==> src/rtl/hazard_ctrl_if.sv <==
// Pipeline/hazard-controller bundle: D-stage operand fields in, stall/flush/forward controls out.
// Latency: none, plain wires between the pipeline and the controller.
// Backpressure: stalls travel as level signals in this bundle; there is no handshake.
interface hazard_ctrl_if #(
    parameter int CNT_WIDTH = 32
);
    logic [4:0]           Rs1D;
    logic [4:0]           Rs2D;
    logic [4:0]           RdD;
    logic                 RegWriteD;
    logic                 ResultSrcD;
    logic                 PCsrcE;
    logic                 StallF;
    logic                 StallD;
    logic                 StallE;
    logic                 StallM;
    logic                 FlushD;
    logic                 FlushE;
    logic                 FlushW;
    logic [1:0]           ForwardAE;
    logic [1:0]           ForwardBE;
    logic                 BypassD1;
    logic                 BypassD2;
    logic [CNT_WIDTH-1:0] StallCnt;
    logic [CNT_WIDTH-1:0] FlushCnt;

    // Pipeline side: presents the D/E information and consumes the controls.
    modport master (
        output Rs1D, Rs2D, RdD, RegWriteD, ResultSrcD, PCsrcE,
        input  StallF, StallD, StallE, StallM, FlushD, FlushE, FlushW,
        input  ForwardAE, ForwardBE, BypassD1, BypassD2, StallCnt, FlushCnt
    );

    // Controller side.
    modport slave (
        input  Rs1D, Rs2D, RdD, RegWriteD, ResultSrcD, PCsrcE,
        output StallF, StallD, StallE, StallM, FlushD, FlushE, FlushW,
        output ForwardAE, ForwardBE, BypassD1, BypassD2, StallCnt, FlushCnt
    );
endinterface

==> src/rtl/hazard_ctrl.sv <==
// Hazard controller for the 5-stage core: shadow E/M/W pipe, forwarding, load-use/branch/memory-wait control.
// Latency: all controls are combinational from shadow state and D/E inputs (0 cycles).
// Backpressure: drives StallF/D/E/M to hold pipeline registers; HAZARD_PERF_EN builds the stall/flush counters.
module hazard_ctrl #(
    parameter int MEM_LAT   = 0,
    parameter int CNT_WIDTH = 32
) (
    input  logic         clk,
    input  logic         rst,
    hazard_ctrl_if.slave bus
);
    localparam logic [1:0] RUN      = 2'd0;
    localparam logic [1:0] LU_STALL = 2'd1;
    localparam logic [1:0] MEM_WAIT = 2'd2;

    localparam bit         HAS_WAIT  = (MEM_LAT > 0);
    localparam logic [3:0] WAIT_INIT = (MEM_LAT > 0) ? 4'(MEM_LAT - 1) : 4'd0;

    typedef struct packed {
        logic [4:0] rd;
        logic       regwrite;
        logic       load;
    } stg_t;

    typedef struct packed {
        stg_t       ctl;
        logic [4:0] rs1;
        logic [4:0] rs2;
    } stg_e_t;

    logic [1:0] r_state;
    logic [1:0] w_state_nxt;
    logic [3:0] r_wait_cnt;
    logic [3:0] w_wait_nxt;
    stg_e_t     r_e;
    stg_t       r_m;
    stg_t       r_w;

    logic w_in_run;
    logic w_mem_wait;
    logic w_lu_haz;
    logic w_br_flush;
    logic w_lu_stall;
    logic w_stall_f, w_stall_d, w_stall_e, w_stall_m;
    logic w_flush_d, w_flush_e, w_flush_w;
    logic [1:0] w_fwd_a, w_fwd_b;
    logic w_byp_1, w_byp_2;
    logic w_unused_w_load;

    // M has priority over W; x0 never matches because rd must be nonzero.
    function automatic logic [1:0] fwd_sel(input logic [4:0] rs, input stg_t m, input stg_t w);
        if (m.regwrite && (m.rd != 5'd0) && (m.rd == rs)) return 2'b10;
        if (w.regwrite && (w.rd != 5'd0) && (w.rd == rs)) return 2'b01;
        return 2'b00;
    endfunction

    assign w_in_run   = (r_state == RUN);
    assign w_mem_wait = (r_state == MEM_WAIT);
    assign w_lu_haz   = r_e.ctl.load && (r_e.ctl.rd != 5'd0) &&
                        ((r_e.ctl.rd == bus.Rs1D) || (r_e.ctl.rd == bus.Rs2D));
    assign w_br_flush = w_in_run && bus.PCsrcE;
    // A taken branch squashes the dependent instruction, so it wins over the load-use stall.
    assign w_lu_stall = w_in_run && !bus.PCsrcE && w_lu_haz;

    // Stall/flush decode: reset forces bubbles, memory wait freezes F..M, then branch, then load-use.
    always_comb begin
        w_stall_f = 1'b0;
        w_stall_d = 1'b0;
        w_stall_e = 1'b0;
        w_stall_m = 1'b0;
        w_flush_d = 1'b0;
        w_flush_e = 1'b0;
        w_flush_w = 1'b0;
        if (rst) begin
            w_flush_d = 1'b1;
            w_flush_e = 1'b1;
        end else if (w_mem_wait) begin
            w_stall_f = 1'b1;
            w_stall_d = 1'b1;
            w_stall_e = 1'b1;
            w_stall_m = 1'b1;
            w_flush_w = 1'b1;
        end else if (w_br_flush) begin
            w_flush_d = 1'b1;
            w_flush_e = 1'b1;
        end else if (w_lu_stall) begin
            w_stall_f = 1'b1;
            w_stall_d = 1'b1;
            w_flush_e = 1'b1;
        end
    end

    assign w_fwd_a = rst ? 2'b00 : fwd_sel(r_e.rs1, r_m, r_w);
    assign w_fwd_b = rst ? 2'b00 : fwd_sel(r_e.rs2, r_m, r_w);
    assign w_byp_1 = !rst && r_w.regwrite && (r_w.rd != 5'd0) && (r_w.rd == bus.Rs1D);
    assign w_byp_2 = !rst && r_w.regwrite && (r_w.rd != 5'd0) && (r_w.rd == bus.Rs2D);

    // Next-state: a load leaving E always enters M in RUN, so that edge starts the memory wait.
    // The wait takes precedence over LU_STALL; the load-use outputs still fire this cycle.
    always_comb begin
        w_state_nxt = r_state;
        w_wait_nxt  = r_wait_cnt;
        case (r_state)
            RUN: begin
                if (HAS_WAIT && r_e.ctl.load) begin
                    w_state_nxt = MEM_WAIT;
                    w_wait_nxt  = WAIT_INIT;
                end else if (w_lu_stall) begin
                    w_state_nxt = LU_STALL;
                end
            end
            LU_STALL: w_state_nxt = RUN;
            MEM_WAIT: begin
                if (r_wait_cnt == 4'd0) w_state_nxt = RUN;
                else                    w_wait_nxt  = r_wait_cnt - 4'd1;
            end
            default: w_state_nxt = RUN;
        endcase
    end

    // State, wait counter and shadow pipeline advance.
    always_ff @(posedge clk) begin
        if (rst) begin
            r_state    <= RUN;
            r_wait_cnt <= 4'd0;
            r_e        <= '0;
            r_m        <= '0;
            r_w        <= '0;
        end else begin
            r_state    <= w_state_nxt;
            r_wait_cnt <= w_wait_nxt;
            if (!w_stall_e) begin
                if (w_flush_e) r_e <= '0;
                else           r_e <= '{ctl: '{rd: bus.RdD, regwrite: bus.RegWriteD, load: bus.ResultSrcD},
                                        rs1: bus.Rs1D, rs2: bus.Rs2D};
            end
            if (!w_stall_m) r_m <= r_e.ctl;
            r_w <= w_flush_w ? '0 : r_m;
        end
    end

    // W only needs rd/regwrite; the load flag rides along to keep the stage layout uniform.
    assign w_unused_w_load = r_w.load;

`ifdef HAZARD_PERF_EN
    localparam logic [CNT_WIDTH-1:0] CNT_ONE = 1;
    logic [CNT_WIDTH-1:0] r_stall_cnt;
    logic [CNT_WIDTH-1:0] r_flush_cnt;

    // Count fetch-stall cycles and branch-caused E flushes; both wrap naturally.
    always_ff @(posedge clk) begin
        if (rst) begin
            r_stall_cnt <= '0;
            r_flush_cnt <= '0;
        end else begin
            if (w_stall_f)  r_stall_cnt <= r_stall_cnt + CNT_ONE;
            if (w_br_flush) r_flush_cnt <= r_flush_cnt + CNT_ONE;
        end
    end

    assign bus.StallCnt = r_stall_cnt;
    assign bus.FlushCnt = r_flush_cnt;
`else
    assign bus.StallCnt = '0;
    assign bus.FlushCnt = '0;
`endif

    assign bus.StallF    = w_stall_f;
    assign bus.StallD    = w_stall_d;
    assign bus.StallE    = w_stall_e;
    assign bus.StallM    = w_stall_m;
    assign bus.FlushD    = w_flush_d;
    assign bus.FlushE    = w_flush_e;
    assign bus.FlushW    = w_flush_w;
    assign bus.ForwardAE = w_fwd_a;
    assign bus.ForwardBE = w_fwd_b;
    assign bus.BypassD1  = w_byp_1;
    assign bus.BypassD2  = w_byp_2;
endmodule

==> src/flat_wrapper.sv <==
// flat-port wrapper written by rule: the top's interface ports become plain ports
module hazard_ctrl_flat 
#(
    parameter int MEM_LAT   = 0,
    parameter int CNT_WIDTH = 32
)
  (clk, rst, bus_Rs1D, bus_Rs2D, bus_RdD, bus_RegWriteD, bus_ResultSrcD, bus_PCsrcE, bus_StallF, bus_StallD, bus_StallE, bus_StallM, bus_FlushD, bus_FlushE, bus_FlushW, bus_ForwardAE, bus_ForwardBE, bus_BypassD1, bus_BypassD2, bus_StallCnt, bus_FlushCnt);
  hazard_ctrl_if #(.CNT_WIDTH(CNT_WIDTH)) bus_i ();
  input  logic clk;
  input  logic rst;
  input wire logic [$bits(bus_i.Rs1D)-1:0] bus_Rs1D;
  input wire logic [$bits(bus_i.Rs2D)-1:0] bus_Rs2D;
  input wire logic [$bits(bus_i.RdD)-1:0] bus_RdD;
  input wire logic [$bits(bus_i.RegWriteD)-1:0] bus_RegWriteD;
  input wire logic [$bits(bus_i.ResultSrcD)-1:0] bus_ResultSrcD;
  input wire logic [$bits(bus_i.PCsrcE)-1:0] bus_PCsrcE;
  output wire logic [$bits(bus_i.StallF)-1:0] bus_StallF;
  output wire logic [$bits(bus_i.StallD)-1:0] bus_StallD;
  output wire logic [$bits(bus_i.StallE)-1:0] bus_StallE;
  output wire logic [$bits(bus_i.StallM)-1:0] bus_StallM;
  output wire logic [$bits(bus_i.FlushD)-1:0] bus_FlushD;
  output wire logic [$bits(bus_i.FlushE)-1:0] bus_FlushE;
  output wire logic [$bits(bus_i.FlushW)-1:0] bus_FlushW;
  output wire logic [$bits(bus_i.ForwardAE)-1:0] bus_ForwardAE;
  output wire logic [$bits(bus_i.ForwardBE)-1:0] bus_ForwardBE;
  output wire logic [$bits(bus_i.BypassD1)-1:0] bus_BypassD1;
  output wire logic [$bits(bus_i.BypassD2)-1:0] bus_BypassD2;
  output wire logic [$bits(bus_i.StallCnt)-1:0] bus_StallCnt;
  output wire logic [$bits(bus_i.FlushCnt)-1:0] bus_FlushCnt;
  assign bus_i.Rs1D = bus_Rs1D;
  assign bus_i.Rs2D = bus_Rs2D;
  assign bus_i.RdD = bus_RdD;
  assign bus_i.RegWriteD = bus_RegWriteD;
  assign bus_i.ResultSrcD = bus_ResultSrcD;
  assign bus_i.PCsrcE = bus_PCsrcE;
  assign bus_StallF = bus_i.StallF;
  assign bus_StallD = bus_i.StallD;
  assign bus_StallE = bus_i.StallE;
  assign bus_StallM = bus_i.StallM;
  assign bus_FlushD = bus_i.FlushD;
  assign bus_FlushE = bus_i.FlushE;
  assign bus_FlushW = bus_i.FlushW;
  assign bus_ForwardAE = bus_i.ForwardAE;
  assign bus_ForwardBE = bus_i.ForwardBE;
  assign bus_BypassD1 = bus_i.BypassD1;
  assign bus_BypassD2 = bus_i.BypassD2;
  assign bus_StallCnt = bus_i.StallCnt;
  assign bus_FlushCnt = bus_i.FlushCnt;
  hazard_ctrl #(.MEM_LAT(MEM_LAT), .CNT_WIDTH(CNT_WIDTH)) u_core (.clk(clk), .rst(rst), .bus(bus_i));
endmodule
==> config.mk <==
export PLATFORM = sky130hd
export DESIGN_NAME = hazard_ctrl_flat
export DESIGN_NICKNAME = d
export VERILOG_FILES = /design/src/rtl/hazard_ctrl_if.sv /design/src/rtl/hazard_ctrl.sv /design/src/flat_wrapper.sv
export SDC_FILE = /design/constraint.sdc
export NUM_CORES = 1
export LEC_CHECK = 0
export CAP_MARGIN = 20
export CORE_MARGIN = 4
export CORE_UTILIZATION = 30
export DETAILED_ROUTE_END_ITERATION = 8
export GPL_TIMING_DRIVEN = 0
export PLACE_DENSITY = 0.59
export RECOVER_POWER = 100
export SKIP_CTS_REPAIR_TIMING = 1
export SYNTH_ARGS = -nofsm -noshare
export SYNTH_HDL_FRONTEND = slang
export SYNTH_SLANG_ARGS = --single-unit
==> constraint.sdc <==
create_clock -name clk -period 1.8 [get_ports clk]
set_input_delay 0.27 -clock clk [delete_from_list [all_inputs] [get_ports clk]]
set_output_delay 0.27 -clock clk [all_outputs]
set_load 0.03 [all_outputs]
==> run metrics, run 1 <==
status=finished with violations; failing checks=negative setup slack; global route overflow=0; Yosys cell types=27; Horiz. Die Dim=about 90 microns; Max IR drop VDD=approximately 0.00042 V; r2r worst-path depth=5; layout cell share with drive strength beyond 1=0.378; post-synthesis cell count=~230; max capacitance violation total=0; diodes inserted=0; minimum clock period=~2.2 ns; FF-to-FF setup slack=0.19 ns; die area=between 8000 and 9000 sq um; final hold slack=between 0.3 and 0.4 ns; CP startpoint kind=flop; initial antenna violation count=0; worst rel slew slack=0.635; Worst Hold Class=input port to flop; clk_skew=0.00697 ns; Sink Count=30; crit path max-delay cell type=or4_4; 1st-iter DRT viols=57; #FFs+latches synth=30; worst slew pin tran=0.548 ns; nets@finish=~360; number of synthesized flops with an enable pin=0; drt wl/cell=around 11 microns; Die Height=between 90 and 100 microns; period utilization=1.23; Mean Syn Cell Area=8.69 sq um; crit path kind=flop to output pin; critical path depth=5; Flop pwr share=0.390; via count=about 1600; Gate power share=0.294; Final Max Tran Viols=0; Power Total=0.00181 W; clk root buf=clkbuf_8; Fin. Hold Viols=0; post-place setup slack=-0.990 ns; WL final=4.71 mm; Worst-Skew Late Latency=between 0.2 and 0.3 ns; Starting Density=0.313; Clk network pwr share=0.316; P_int=0.00121 W; final core occ=0.451; CTS tree=yes; Seq/Total Area, Yosys=0.297; worst path arrival time=1.94 ns; Detailed Place HPWL=3.62 mm; Fmax=453 MHz; Detailed Routing Iterations Pass 1=4; core area=roughly 6500 sq um; Sw Pwr=0.000605 W; IO Pins=97; Overall Global Routing Usage=0.114; H-tree depth=2; vias in the first global route=1467; static leakage=1.43 nW; CP top delay family=simple AND/OR/NAND/NOR gates; P&R area growth vs syn=43.8%; # rows=29; Async SR Flop Fraction=0; largest net degree at the start of global routing=11; predominant post-synthesis flop cell=dfxtp_1; switch share=0.334; Num CTS Buffers=5; synthesized cell area=2020 sq um; clk slew on worst S/H paths=0.07 ns; maximum root-to-sink buffer count=2; Max Fanout on Critical Path=4; yosys warns=0; Placer Congestion=0.817; Pwr Density=623 nW/um^2; Critical Path RT=1.53 ns; CP Capture Type=output pin; hold depth=3; unrepaired setup endpoints after global routing=yes; average vias per placed instance=between 3 and 4; global-route wire length before repair=7.41 mm; PnR worst setup slack=-0.408 ns; Setup-failing EPs final=9; slowest stage delay, CP=0.55 ns; drc violations=0; CP Buf/Inv Count=1; Final ANT Viol Nets=0; cell chain of the critical path=or4_4 > o21ai_4 > nor3_2 > nor4_4 > buf_6; IO buf count=28
==> worst paths after layout <==
check,start,end
max,u_core.r_m[2]$_SDFF_PP0_,bus_ForwardAE[0]
min,bus_Rs2D[4],u_core.r_e[4]$_SDFF_PP0_
max reg2reg,u_core.r_e[14]$_SDFF_PP0_,u_core.r_e[4]$_SDFF_PP0_
min reg2reg,u_core.r_e[11]$_SDFF_PP0_,u_core.r_m[1]$_SDFF_PP0_
==> through the flow <==
step           std cells  cell area (sq um)  setup TNS [ns]
2_1_floorplan        299               2330          -0.619
6_report             416               2910           -2.50
5_1_grt              416               2910           -3.02
3_5_place_dp         404               2710          -12.26
3_3_place_gp         404               2710          -11.74
4_1_cts              412               2800          -10.07
==> cell type report <==
cell class                 instances  area (sq um)
clock inverter                     2          12.5
clock buffer                       6          82.6
fill                             651          3550
multi-input combinational        188          1180
timing repair buffer              33           312
tap                               77          96.3
inverter                           2          7.51
sequential                        30           609
buffer                            78           612
==> flip-flops by register name (all words and copies together), names as in the netlist <==
| signal | cells |
|---|---|
| u_core.r_state | 1 |
| u_core.r_e | 17 |
| u_core.r_m | 6 |
| u_core.r_w | 6 |
==> cell usage after synthesis (2+ instances only) <==
master	number	area, sq um
clkbuf_1	3	11.3
xor2_1	14	123
clkbuf_2	3	15.0
nor4_1	4	25.0
nand2_1	21	78.8
nand3_1	6	30.0
buf_2	2	10.0
or4_1	5	37.5
nor2b_1	13	81.3
o21ai_1	2	10.0
a21oi_1	8	40.0
nor4_2	2	25.0
buf_4	69	518
nor3_1	4	20.0
xnor2_1	26	228
a21oi_2	10	87.6
dfxtp_1	30	601
inv_1	2	7.51
==> metal layers <==
| metal | vias up | wire length [microns] | track usage |
|---|---|---|---|
| met4 | 0 | 59 | 0.0306 |
| met2 | 58 | 2370 | 0.192 |
| met3 | 7 | 339 | 0.0476 |
| met1 | 669 | 1950 | 0.132 |
| met5 | - | 0 | 0 |
| li1 | 824 | - | - |
==> power groups by stage <==
stage                     clock [W]  combinational, W  sequential [W]
final                      0.000573          0.000533        0.000708
after global routing       0.000616          0.000572        0.000711
after CTS                  0.000584          0.000503        0.000706
after detailed placement          0          0.000501        0.000721
after global placement            0          0.000500        0.000721
after floorplan                   0          0.000423        0.000716
==> kinds of logic after synthesis <==
| family | synth area share |
|---|---|
| AOI/OAI and AO/OA | 0.0865 |
| DFF | 0.297 |
| other | 0.00185 |
| and+or+nand+nor | 0.149 |
| buffers and inverters | 0.293 |
| xor gates and xnor gates | 0.173 |
==> placed cells by master, fill, tap and decap left out <==
cell	count
clkinvlp_4	1
buf_2	1
o211a_1	1
a21oi_4	1
nor3_2	2
nand3_1	6
buf_6	5
dfxtp_1	25
clkbuf_4	1
nor4_4	2
a21oi_2	10
nor3_1	2
nor2b_1	13
nor4_1	3
clkbuf_2	1
clkinv_2	1
clkbuf_8	8
dlymetal6s2s_1	3
buf_4	80
buf_12	1
conb_1	67
inv_1	2
clkbuf_1	1
o21ai_1	1
xnor2_1	26
nor4_2	1
xor2_1	14
dfxtp_4	1
o21ai_4	2
nor2_1	1
nand2_1	21
a21oi_1	7
clkdlybuf4s50_1	16
o211ai_1	1
o22a_1	1
o22ai_4	1
dfxtp_2	4
or4_4	5
==> worst min-delay path, delay by kind of cell <==
kind | cells | cell delay [ns]
buf+inv | 1 | 0.17
simple gates | 1 | 0.09
compound gates | 1 | 0.04
Note: power is estimated with default switching activity, not from simulation.
==> inputs of run 2 (changes only) <==
Settings changed: CORE_MARGIN 4 to 1.5, GPL_TIMING_DRIVEN 0 to not set.
Clock period 1.8 ns to 2.1 ns, I/O delays scaled along.
==> run metrics, run 2 (synthesis gave the netlist of run 1 again) <==
via count=1404; clk root buf=clkbuf_8; maximum root-to-sink buffer count=2; CP Buf/Inv Count=2; nets@finish=303; status=finished with violations; critical path depth=5; CTS tree=yes; drt wl/cell=10.7 microns; Max IR drop VDD=0.000323 V; Fmax=458 MHz; initial antenna violation count=0; # rows=29; failing checks=design-rule violations, negative setup slack; diodes inserted=0; Num CTS Buffers=5; Critical Path RT=1.78 ns; Detailed Routing Iterations Pass 1=6; clk_skew=0.00399 ns; Post-DP Area=2240 sq um; CP Capture Type=output pin; minimum clock period=2.18 ns; Setup-failing EPs final=2; Starting Density=0.315; die area=7250 sq um; worst slew pin tran=0.617 ns; worst rel slew slack=0.589; commonest non-fill, non-tap cells in the layout=conb_1, xnor2_1, dfxtp_1, buf_4, nand2_1; Fin. Hold Viols=0; Detailed Place HPWL=between 3 and 4 mm; CP startpoint kind=flop; Overall Global Routing Usage=0.105; max capacitance violation total=0; area of the multi-input gates=between 1000 and 1500 sq um; final core occ=0.380; RR Endpoint=u_core.r_e[0]$_SDFF_PP0_; clk slew on worst S/H paths=0.06 ns; cell chain of the critical path=buf_6 > xor2_1 > or4_4 > nor4_4 > buf_6; Worst Hold Class=input port to flop; H-tree depth=2; Pwr Density=583 nW/um^2; Setup crit end=bus_ForwardAE[0]; Power Total=0.00142 W; crit path kind=flop to output pin; WL final=3.87 mm; period utilization=1.04; IO Pins=97; vias in the first global route=1249; Final Max Tran Viols=0; Top Registers=u_core.r_e x17, u_core.r_m x6, u_core.r_w x6; unrepaired setup endpoints after global routing=yes; Die Height=85.1 microns; final instance area=approximately 2400 sq um; Reg-to-Reg Start=u_core.r_e[14]$_SDFF_PP0_; FF-to-FF setup slack=about 0.36 ns; filler cell count=677; CP top delay family=simple AND/OR/NAND/NOR gates; Horiz. Die Dim=85.1 microns; Max Fanout on Critical Path=3; core area=6420 sq um; static leakage=1.15 nW; register area=608 sq um; max reg flops=17; global route overflow=0; largest net degree at the start of global routing=19; Worst-Skew Late Latency=0.28 ns; 1st-iter DRT viols=21; layout cell share with drive strength beyond 1=0.225; Sink Count=30; IO buf count=29; drc violations=7; crit path max-delay cell type=or4_4; P&R area growth vs syn=20.5%; average vias per placed instance=3.89; PnR worst setup slack=-0.0844 ns; r2r worst-path depth=4; Placer Congestion=0.945; largest reg by FF count=u_core.r_e; most common cell after layout, fill and taps aside=conb_1; final hold slack=between 0.3 and 0.4 ns; CP most frequent cell=buf_6; CP startpoint=u_core.r_w[5]$_SDFF_PP0_; Final ANT Viol Nets=0; global-route wire length before repair=5.87 mm; worst path arrival time=approximately 1.9 ns; slowest stage delay, CP=0.55 ns
==> run 2: worst min path at each step <==
stage | startpoint | cells past startpoint | endpoint
after floorplan | u_core.r_e[11]$_SDFF_PP0_ | 1 | u_core.r_m[1]$_SDFF_PP0_
after global placement | u_core.r_e[11]$_SDFF_PP0_ | 1 | u_core.r_m[1]$_SDFF_PP0_
after detailed placement | u_core.r_e[11]$_SDFF_PP0_ | 1 | u_core.r_m[1]$_SDFF_PP0_
after CTS | u_core.r_e[11]$_SDFF_PP0_ | 1 | u_core.r_m[1]$_SDFF_PP0_
after global routing | bus_Rs2D[1] | 3 | u_core.r_e[1]$_SDFF_PP0_
final | bus_Rs2D[3] | 3 | u_core.r_e[3]$_SDFF_PP0_
==> run 2: layer usage <==
metal / global-route usage / routed length [microns] / vias to the layer above
met3: 0.0224 / 232 / 7
met4: 0.0402 / 63 / 0
met2: 0.195 / 1950 / 67
li1: - / - / 716
met1: 0.117 / 1620 / 614
met5: 0 / 0 / -
==> run 2: area by class of cell <==
class	count	share of cell area
multi-input combinational	188	0.470
sequential	30	0.249
timing repair buffer	56	0.199
tap	77	0.0395
clock buffer	6	0.0338
clock inverter	2	0.00513
inverter	2	0.00308
==> run 2: stage by stage <==
step / TNS (ns) / instances / setup WS, ns
finish: -0.126 / 361 / -0.0844
detailed placement: -0.429 / 348 / -0.190
global placement: -0.467 / 348 / -0.181
floorplan: 0 / 299 / 0.0679
CTS: -0.539 / 356 / -0.193
global route: -0.543 / 361 / -0.140
==> run 2: power breakdown <==
| part | internal [W] | switching, W | leakage [nW] |
|---|---|---|---|
| logic | 0.000100 | 0.000249 | 0.851 |
| registers | 0.000588 | 0.0000166 | 0.248 |
| clock network | 0.000263 | 0.000206 | 0.0472 |
| total | 0.000951 | 0.000472 | 1.15 |
==> run 2: worst reg2reg max path, stage by stage, from the launching register on <==
cell	delay (ns)
dfxtp_1	0.35
or4_1	0.56
o211a_1	0.24
clkbuf_1	0.29
a21oi_1	0.23
==> inputs of run 3 (changes only) <==
Settings changed: ABC_AREA set to 1, PLACE_DENSITY 0.59 to 0.6.
==> run metrics, run 3 <==
M1 WL=approximately 1.6 mm; drc violations=0; Max IR drop VDD=0.000362 V; commonest non-fill, non-tap cells in the layout=conb_1, nor2_1, inv_1, dfxtp_1, nand2_1; Power Total=0.00140 W; Top Registers=u_core.r_e x17, u_core.r_m x6, u_core.r_w x6; global route overflow=0; Async SR Flop Fraction=0; IO buf count=29; Final ANT Viol Nets=0; Final Max Tran Viols=0; final instance area=roughly 2200 sq um; post-synthesis cell count=269; highest metal used=met4; Detailed Routing Iterations Pass 1=4; clk root buf=clkbuf_8; CP Capture Type=output pin; Mean Syn Cell Area=~7.3 sq um; Setup-failing EPs final=0; H-tree depth=2; most common cell after layout, fill and taps aside=conb_1; met2 wire length=1.60 mm; via count=~1400; Num CTS Buffers=5; Pwr Density=645 nW/um^2; WL final=about 3.5 mm; worst path arrival time=about 1.7 ns; number of synthesized flops with an enable pin=0; Worst-Skew Late Latency=between 0.2 and 0.3 ns; P&R area growth vs syn=10.3%; Met3 Routed Length=213 microns; CP startpoint kind=input port; synthesized cell area=1970 sq um; Die Height=84.1 microns; largest cells by area after synthesis=dfxtp_1, buf_4, xnor2_1, nor2_1, inv_1; static leakage=approximately 1.2 nW; layout cell share with drive strength beyond 1=0.0861; most frequent cells after synthesis=buf_4, nor2_1, inv_1, dfxtp_1, nand2_1; largest net degree at the start of global routing=18; Horiz. Die Dim=84.1 microns; Sink Count=30; post-place setup slack=roughly 0.029 ns; IO Pins=97; Placer Congestion=0.796; cell taking the most area after synthesis=dfxtp_1; post-synth top area share=0.304; global-route wire length before repair=5.47 mm; Seq/Total Area, Yosys=0.304; clk_skew=0.00568 ns; Worst Hold Class=input port to flop; # rows=29; crit path kind=input port to output pin; Detailed Place HPWL=2.81 mm; clk slew on worst S/H paths=0.06 ns; Starting Density=0.311; die area=slightly above 7000 sq um; max capacitance violation total=0; maximum root-to-sink buffer count=2; period utilization=0.967; Overall Global Routing Usage=0.101; Fmax=492 MHz; nets@finish=321; most frequent cell after synthesis=buf_4; drt wl/cell=roughly 9.2 microns; yosys warns=0; Fin. Hold Viols=0; #FFs+latches synth=30; minimum clock period=2.03 ns; Critical Path RT=1.78 ns; vias in the first global route=about 1200; CTS tree=yes; largest reg by FF count=u_core.r_e; 1st-iter DRT viols=41; predominant post-synthesis flop cell=dfxtp_1; max reg flops=17; initial antenna violation count=0; diodes inserted=0; average vias per placed instance=3.70; Yosys cell types=21; Max Fanout on Critical Path=6; setup_tns=0 ns; PnR worst setup slack=0.0689 ns; Post-DP Area=about 2100 sq um; filler cell count=around 700; status=completed; core area=6350 sq um
==> run 3: changes by cell type in the layout (fill, tap and decap cells not counted), moves of 4 or more <==
cell     change
xor2_1       -4
a21oi_1      -6
nand4_1      +6
a21oi_2     -10
buf_4       -14
buf_6        -7
xnor2_1      -5
dfxtp_2      -6
nand2_1      +6
dfxtp_1      +6
nor2_1      +44
nor2b_1     -12
inv_1       +32
==> run 3: layout make-up <==
class / instances / area, sq um / area share
Sequential cell: 30 / 601 / 0.276
Clock inverter: 1 / 5.00 / 0.00230
Inverter: 34 / 128 / 0.0587
Multi-Input combinational cell: 195 / 956 / 0.439
Tap cell: 77 / 96.3 / 0.0443
Timing Repair Buffer: 35 / 304 / 0.140
Clock buffer: 7 / 86.3 / 0.0397
==> run 3: path summary, 6_finish.rpt <==
path                                  start                        to  slack, ns  cells after the start
setup / recovery                        rst          bus_ForwardBE[0]       0.07                      6
setup reg to reg  u_core.r_e[16]$_SDFF_PP0_  u_core.r_e[1]$_SDFF_PP0_       0.47                     11
hold / removal                  bus_Rs1D[3]  u_core.r_e[8]$_SDFF_PP0_       0.35                      3
hold reg to reg   u_core.r_e[11]$_SDFF_PP0_  u_core.r_m[1]$_SDFF_PP0_       0.40                      2
==> run 3: power breakdown <==
part | internal [W] | switching [W] | leakage, nW
clock | 0.000264 | 0.000214 | 0.0482
sequential | 0.000588 | 0.0000182 | 0.245
combinational | 0.0000826 | 0.000236 | 0.872
total | 0.000934 | 0.000469 | 1.17
==> run 3: metal layers <==
| metal | vias up | track usage |
|---|---|---|
| li1 | 724 | - |
| met1 | 599 | 0.125 |
| met2 | 70 | 0.152 |
| met3 | 10 | 0.0356 |
| met4 | 0 | 0.0537 |
| met5 | - | 0 |
==> run 3: kinds of logic (layout without fill, tap and decap cells) <==
| logic type | count (synthesis) | in the layout | share of synthesized area |
|---|---|---|---|
| DFF | 30 | 30 | 0.304 |
| xor gates and xnor gates | 31 | 31 | 0.138 |
| buffers and inverters | 110 | 77 | 0.344 |
| AOI/OAI and AO/OA | 2 | 2 | 0.00507 |
| and+or+nand+nor | 95 | 95 | 0.207 |
| other | 1 | 67 | 0.00190 |
==> run 3: stage by stage <==
step | utilization | hold slack [ns] | instances
floorplan | - | 0.388 | 335
global placement | 0.327 | 0.397 | 371
detailed placement | 0.327 | 0.397 | 371
CTS | 0.342 | 0.405 | 379
global route | 0.343 | 0.355 | 379
finish | 0.343 | 0.348 | 379
==> run 3: critical path, stage by stage <==
cell and delay, ns:
clkdlybuf4s50_1 0.46, buf_4 0.18, nand3b_1 0.28, nor2_1 0.14, and2_1 0.12, buf_2 0.20
